$ cat config.mk
export PLATFORM = sky130hd
export DESIGN_NAME = sram_march_bist_ctrl
export DESIGN_NICKNAME = d
export VERILOG_FILES = /design/src/rtl/sram_march_bist_ctrl.sv
export SDC_FILE = /design/constraint.sdc
export NUM_CORES = 1
export LEC_CHECK = 0
export BUFFER_PORTS_ARGS = -buffer_cell sky130_fd_sc_hd__buf_2
export CELL_PAD_IN_SITES_DETAIL_PLACEMENT = 1
export CELL_PAD_IN_SITES_GLOBAL_PLACEMENT = 2
export CORE_ASPECT_RATIO = 1.75
export CORE_MARGIN = 2
export CORE_UTILIZATION = 30
export DETAILED_ROUTE_END_ITERATION = 8
export HOLD_SLACK_MARGIN = 0.15
export PLACE_DENSITY_LB_ADDON = 0.1
export RECOVER_POWER = 100
export SKIP_LAST_GASP = 1
export SLEW_MARGIN = 20
export SYNTH_ARGS = -nofsm -noshare
export SYNTH_HDL_FRONTEND = slang
export SYNTH_SLANG_ARGS = --single-unit
$ cat constraint.sdc
create_clock -name clka -period 5.5 [get_ports clka]
set_input_delay 0.275 -clock clka [delete_from_list [all_inputs] [get_ports clka]]
set_output_delay 0.275 -clock clka [all_outputs]
set_load 0.01 [all_outputs]
$ cat src/rtl/sram_march_bist_ctrl.sv
// March C- BIST controller for a single-port SRAM with a 1-cycle synchronous read.
// When idle, functional accesses pass straight through to the memory.
// While a run is in progress the BIST owns the port, and any functional requests are dropped.
// Each read is compared one cycle later. The controller keeps a pass/fail flag,
// the first failing address and the total number of mismatches.
module sram_march_bist_ctrl #(
    parameter int AW = 8,
    parameter int DW = 10
) (
    input  logic          clka,
    input  logic          rst,
    input  logic          bist_start,
    input  logic          func_ena,
    input  logic          func_wea,
    input  logic [AW-1:0] func_addra,
    input  logic [DW-1:0] func_dina,
    output logic [DW-1:0] func_douta,
    output logic          mem_ena,
    output logic          mem_wea,
    output logic [AW-1:0] mem_addra,
    output logic [DW-1:0] mem_dina,
    input  logic [DW-1:0] mem_douta,
    output logic          bist_busy,
    output logic          bist_done,
    output logic          bist_fail,
    output logic [AW-1:0] fail_addr,
    output logic [10:0]   fail_count
);

    typedef enum logic [1:0] {S_IDLE, S_RUN, S_FLUSH, S_DONE} state_t;

    localparam logic [AW-1:0] ADDR_MAX = '1;
    localparam logic [DW-1:0] D0 = '0;
    localparam logic [DW-1:0] D1 = '1;

    state_t        state, state_nxt;
    logic [2:0]    elem, elem_nxt;     // march element M0..M5
    logic [AW-1:0] addr, addr_nxt;
    logic          phase, phase_nxt;   // 0: read slot, 1: write slot (two-op elements only)

    logic          is_down, two_op, op_rd, step, last_addr, start_go;
    logic [DW-1:0] rd_exp, wr_dat;

    logic          cmp_vld;
    logic [DW-1:0] cmp_exp;
    logic [AW-1:0] cmp_addr;

    assign bist_busy  = (state == S_RUN) || (state == S_FLUSH);
    assign bist_done  = (state == S_DONE);
    assign func_douta = mem_douta;
    assign start_go   = bist_start && ((state == S_IDLE) || (state == S_DONE));

    // Decode the current march element into its direction, operation and data pattern.
    always_comb begin
        is_down   = (elem == 3'd3) || (elem == 3'd4);
        two_op    = (elem >= 3'd1) && (elem <= 3'd4);
        op_rd     = (elem == 3'd5) || (two_op && !phase);
        step      = !two_op || phase;
        last_addr = is_down ? (addr == '0) : (addr == ADDR_MAX);
        rd_exp    = ((elem == 3'd2) || (elem == 3'd4)) ? D1 : D0;
        wr_dat    = ((elem == 3'd1) || (elem == 3'd3)) ? D1 : D0;
    end

    // State register, together with the element, address and phase counters.
    always_ff @(posedge clka or posedge rst) begin
        if (rst) begin
            state <= S_IDLE;
            elem  <= '0;
            addr  <= '0;
            phase <= 1'b0;
        end else begin
            state <= state_nxt;
            elem  <= elem_nxt;
            addr  <= addr_nxt;
            phase <= phase_nxt;
        end
    end

    // Next-state logic: walk the element ops and addresses, then step to the next element.
    always_comb begin
        state_nxt = state;
        elem_nxt  = elem;
        addr_nxt  = addr;
        phase_nxt = phase;
        case (state)
            S_IDLE, S_DONE: begin
                if (bist_start) begin
                    state_nxt = S_RUN;
                    elem_nxt  = '0;
                    addr_nxt  = '0;
                    phase_nxt = 1'b0;
                end
            end
            S_RUN: begin
                if (step) begin
                    phase_nxt = 1'b0;
                    if (last_addr) begin
                        if (elem == 3'd5) begin
                            state_nxt = S_FLUSH;
                            elem_nxt  = '0;
                            addr_nxt  = '0;
                        end else begin
                            elem_nxt = elem + 3'd1;
                            // Elements M3 and M4 run downwards, so they start at the top address.
                            addr_nxt = ((elem == 3'd2) || (elem == 3'd3)) ? ADDR_MAX : '0;
                        end
                    end else begin
                        addr_nxt = is_down ? addr - 1'b1 : addr + 1'b1;
                    end
                end else begin
                    phase_nxt = 1'b1;
                end
            end
            S_FLUSH: state_nxt = S_DONE;
            default: state_nxt = S_IDLE;
        endcase
    end

    // Port mux: functional requests pass through when idle; during a run the BIST drives the port.
    always_comb begin
        mem_ena   = func_ena;
        mem_wea   = func_wea;
        mem_addra = func_addra;
        mem_dina  = func_dina;
        if (bist_busy) begin
            mem_ena   = (state == S_RUN);
            mem_wea   = (state == S_RUN) && !op_rd;
            mem_addra = addr;
            mem_dina  = op_rd ? D0 : wr_dat;
        end
    end

    // Register each BIST read, then check it against the returned data on the next cycle.
    always_ff @(posedge clka or posedge rst) begin
        if (rst) begin
            cmp_vld    <= 1'b0;
            cmp_exp    <= '0;
            cmp_addr   <= '0;
            bist_fail  <= 1'b0;
            fail_addr  <= '0;
            fail_count <= '0;
        end else begin
            cmp_vld  <= (state == S_RUN) && op_rd;
            cmp_exp  <= rd_exp;
            cmp_addr <= addr;
            if (start_go) begin
                bist_fail  <= 1'b0;
                fail_addr  <= '0;
                fail_count <= '0;
            end else if (cmp_vld && (mem_douta != cmp_exp)) begin
                bist_fail  <= 1'b1;
                fail_count <= fail_count + 11'd1;
                if (!bist_fail)
                    fail_addr <= cmp_addr;
            end
        end
    end

endmodule

==> parameters.txt <==
Parameter                              Value

Outcome
  Status ... complete, but fails checks
  Violated checks ... capacitance limit, slew limit

Timing
  Relative slew slack ... -0.582
  Unrepaired setup endpoints after global routing ... no
  Setup slack after layout ... ~2200 ps
  Total of endpoints with negative setup slack in the final report ... 0
  Fin crit share ... 0.608
  Max Fclk ... ~0.3 GHz
  Final number of hold-violating endpoints ... 0
  Max Slew Vio Count ... 45
  Min Tclk post-route ... around 3300 ps
  Setup clock skew after layout ... a little under 7 ps
  Setup TNS ... 0 ps
  Measured slew at the worst slew-check pin ... ~2400 ps

Synthesis
  Post-synthesis instance area ... 0.00274 mm^2
  Post-synthesis adder-cell area fraction ... 0.0621
  Area share of xor/xnor cells in the synthesized design ... 0.0256
  Simple-Gate Fraction of Synth Area ... 0.218
  Dominant combinational cell family by area after synthesis ... simple AND/OR/NAND/NOR gates
  Post-Syn Nets ... 340
  Number of instances in the synthesized netlist ... between 200 and 300
  EDFF count, synth ... 0
  Synthesized area per cell ... approximately 9.3 um^2
  Number of synthesis warnings ... 0
  Post-synthesis sequential area ratio ... 0.402
  Fraction of the mapped netlist area in compound gates ... 0.159
  Number of different library cells in the post-synthesis netlist ... 54
  Flop and latch count out of synthesis ... 44
  Fraction of synthesized area in multiplexers ... 0.0649
  Primary FF master, synth ... sky130_fd_sc_hd__dfrtp_1
  Asr flop ratio synth ... 1.00

Layout
  Leading cell types in the layout, fill and taps excluded ... sky130_fd_sc_hd__clkbuf_1, sky130_fd_sc_hd__dfrtp_1, sky130_fd_sc_hd__nand2_1, sky130_fd_sc_hd__buf_2, sky130_fd_sc_hd__nor2_1
  Diodes inserted ... 0
  Most common cell after layout, fill and taps aside ... sky130_fd_sc_hd__clkbuf_1
  Share of cells above drive strength 1 ... 0.168
  Final-stage net count ... around 420
  Area of all placed cells without fillers ... around 0.0033 mm^2
  Area growth from synthesis to final layout ... 19.1%

Clock tree
  Clock buffers created by TritonCTS ... 5
  Number of clock sinks seen by CTS ... between 40 and 50
  Clock tree from TritonCTS ... yes
  Post-CTS setup-driven buffer insertion count ... 0
  Number of buffers on the longest clock path ... 2
  Number of levels in the clock H-tree ... 2
  Library cell used as clock root buffer ... sky130_fd_sc_hd__clkbuf_16
  Reg clk slew, reported paths ... roughly 60 ps
  Skew-Pair Late Insertion Delay ... 290 ps

Routing
  Post-route antenna net violation count ... 0
  DRC violations left ... 0
  Via count ... approximately 2.4k
  Routed length per instance ... 15.2 um
  Post-detailed-routing wire length ... ~7.4 mm
  Per-cell via count in the routed design ... between 4 and 5
  First-pass detailed-route iteration total ... 4
  DR iter-0 viols ... between 60 and 70

Min path
  Worst hold path type ... in -> reg
  Cell depth of the worst min-delay path ... 3

Floorplanning
  Horizontal die dimension ... about 76 um
  Number of placement rows ... 46
  Initial core utilization ... 0.305
  Core region area ... approximately 0.009 mm^2
  Area of the die ... 0.00994 mm^2
  Number of top-level design ports ... 85
  Die boundary height ... ~130 um

Global routing
  Residual overflow from global routing ... 0
  Met1 Usage GRT ... 0.179
  Largest net degree at the start of global routing ... between 40 and 50
  Most used routing layer in global routing ... met2
  Initial antenna violation count ... 0
  Wire length of the first global-routing pass ... roughly 12 mm
  Aggregate global-route resource usage ... 0.156
  Met3 Track Usage GR ... 0.0144
  Met2 Resource Use GR ... 0.296
  Via count of the first global-routing pass ... roughly 2.5k

Worst setup path
  Top fanout value on the critical path ... 27
  Startpoint kind of the worst setup timing path ... flop
  Data required time at the worst endpoint ... 5220 ps
  R2R Setup Slk ... between 2000 and 2500 ps
  FF-to-FF path depth ... 7
  Type of the worst setup path ... reg -> out
  Nature of the critical path endpoint ... output port
  Critical path data arrival time ... between 3000 and 4000 ps

Place
  Routability cong. ... ~0.74
  Dpl ws ... roughly 2700 ps
  Area of placed instances ... roughly 0.0032 mm^2
  Post-detailed-placement half-perimeter wirelength ... 5.79 mm
  Count of buffers from port buffering ... 84

Power and ir drop
  Worst IR Drop VDD ... a little under 200 uV
  LEAKAGE ... 1.52 nW
  Pwr dens ... about 410 mW/mm^2

Flow run
  Maximum capacitance violations ... 1
==> where the power goes <==
group,internal (mW),switching [mW],leakage [nW]
Sequential,0.372,0.0558,0.601
Combinational,0.227,0.393,0.857
Clock,0.165,0.121,0.0657
Total,0.764,0.571,1.52
==> final timing paths <==
kind,to,start
min in group asynchronous,fail_addr[3],rst
hold reg to reg,fail_addr[5],cmp_addr[5]
setup / recovery,mem_dina[4],state[0]
max in group asynchronous,cmp_exp[8],rst
setup reg to reg,addr[7],state[0]
hold / removal,phase,bist_start
==> area by class of cell <==
type | instances | area (um^2)
Clock inverter | 2 | 12.5
Tap cell | 120 | 150
Fill cell | 1118 | 5720
Inverter | 16 | 60.1
Multi-Input combinational cell | 215 | 1440
Timing Repair Buffer | 87 | 374
Clock buffer | 5 | 125
Sequential cell | 44 | 1100
==> cells in the mapped netlist, types with 2 or more instances <==
cell type	n	share of area
sky130_fd_sc_hd__dfrtp_1	44	0.40
sky130_fd_sc_hd__nand2_1	43	0.059
sky130_fd_sc_hd__nor2_1	27	0.037
sky130_fd_sc_hd__inv_1	16	0.022
sky130_fd_sc_hd__ha_1	12	0.055
sky130_fd_sc_hd__o21ai_0	12	0.022
sky130_fd_sc_hd__buf_4	11	0.030
sky130_fd_sc_hd__mux2i_1	11	0.040
sky130_fd_sc_hd__a21oi_1	10	0.018
sky130_fd_sc_hd__xnor2_1	8	0.026
sky130_fd_sc_hd__a22o_1	7	0.022
sky130_fd_sc_hd__nand3_1	7	0.013
sky130_fd_sc_hd__mux2_2	6	0.025
sky130_fd_sc_hd__nor3_1	6	0.011
sky130_fd_sc_hd__clkbuf_1	5	0.0069
sky130_fd_sc_hd__nand4_1	5	0.011
sky130_fd_sc_hd__o2111ai_1	5	0.016
sky130_fd_sc_hd__nor2b_1	4	0.0091
sky130_fd_sc_hd__a31o_2	3	0.0096
sky130_fd_sc_hd__and2_1	3	0.0069
sky130_fd_sc_hd__or2_2	3	0.0069
sky130_fd_sc_hd__or4_4	3	0.012
sky130_fd_sc_hd__a31oi_1	2	0.0046
sky130_fd_sc_hd__a41o_1	2	0.0073
sky130_fd_sc_hd__and3_1	2	0.0046
sky130_fd_sc_hd__buf_6	2	0.0082
sky130_fd_sc_hd__nand3b_1	2	0.0055
sky130_fd_sc_hd__nor3b_1	2	0.0055
sky130_fd_sc_hd__nor4b_1	2	0.0064
sky130_fd_sc_hd__o21a_1	2	0.0055
sky130_fd_sc_hd__o21bai_1	2	0.0055
sky130_fd_sc_hd__or3_1	2	0.0046
sky130_fd_sc_hd__or4_1	2	0.0055
==> metrics by stage <==
stage	power [mW]	hold slack, ps	util	std cells
after floorplan	0.862	432	-	294
after global placement	1.09	452	0.356	481
after detailed placement	1.10	461	0.356	481
after CTS	1.39	321	0.372	489
after global routing	1.46	361	0.363	489
final	1.33	322	0.363	489
==> repair_timing <==
action                    4_1_cts  5_1_grt
hold endpoints to repair        5        0
hold buffers                    1        0
resized for setup               0        0
==> routing by layer <==
layer	share of wire	vias to the layer above	wire (um)
met5	0	-	0
met4	0.019	0	138
met3	0.028	6	211
met2	0.53	60	3910
met1	0.43	1179	3180
li1	-	1188	-
==> registers in the layout, summed over array words and instances (netlist names) <==
register	flops
state	2
addr	8
fail_count	11
fail_addr	8
bist_fail	1
cmp_exp	1
phase	1
elem	3
cmp_vld	1
cmp_addr	8
==> critical path, cell delays in order (launching register included) <==
cell and delay [ps]:
sky130_fd_sc_hd__dfrtp_1 410, sky130_fd_sc_hd__inv_1 80, sky130_fd_sc_hd__ha_1 290, sky130_fd_sc_hd__clkbuf_1 900, sky130_fd_sc_hd__inv_1 310, sky130_fd_sc_hd__o21ai_0 520
sky130_fd_sc_hd__nand2_1 100, sky130_fd_sc_hd__clkbuf_1 180
==> logic make-up (layout without fill, tap and decap cells) <==
group | count (synthesis) | count (layout)
and+or+nand+nor | 119 | 119
buffers and inverters | 35 | 110
muxes | 17 | 17
AOI/OAI and AO/OA | 58 | 58
adders and majority gates | 13 | 13
DFF | 44 | 44
xor gates and xnor gates | 8 | 8
No activity file was read; power rests on OpenSTA's default activity.
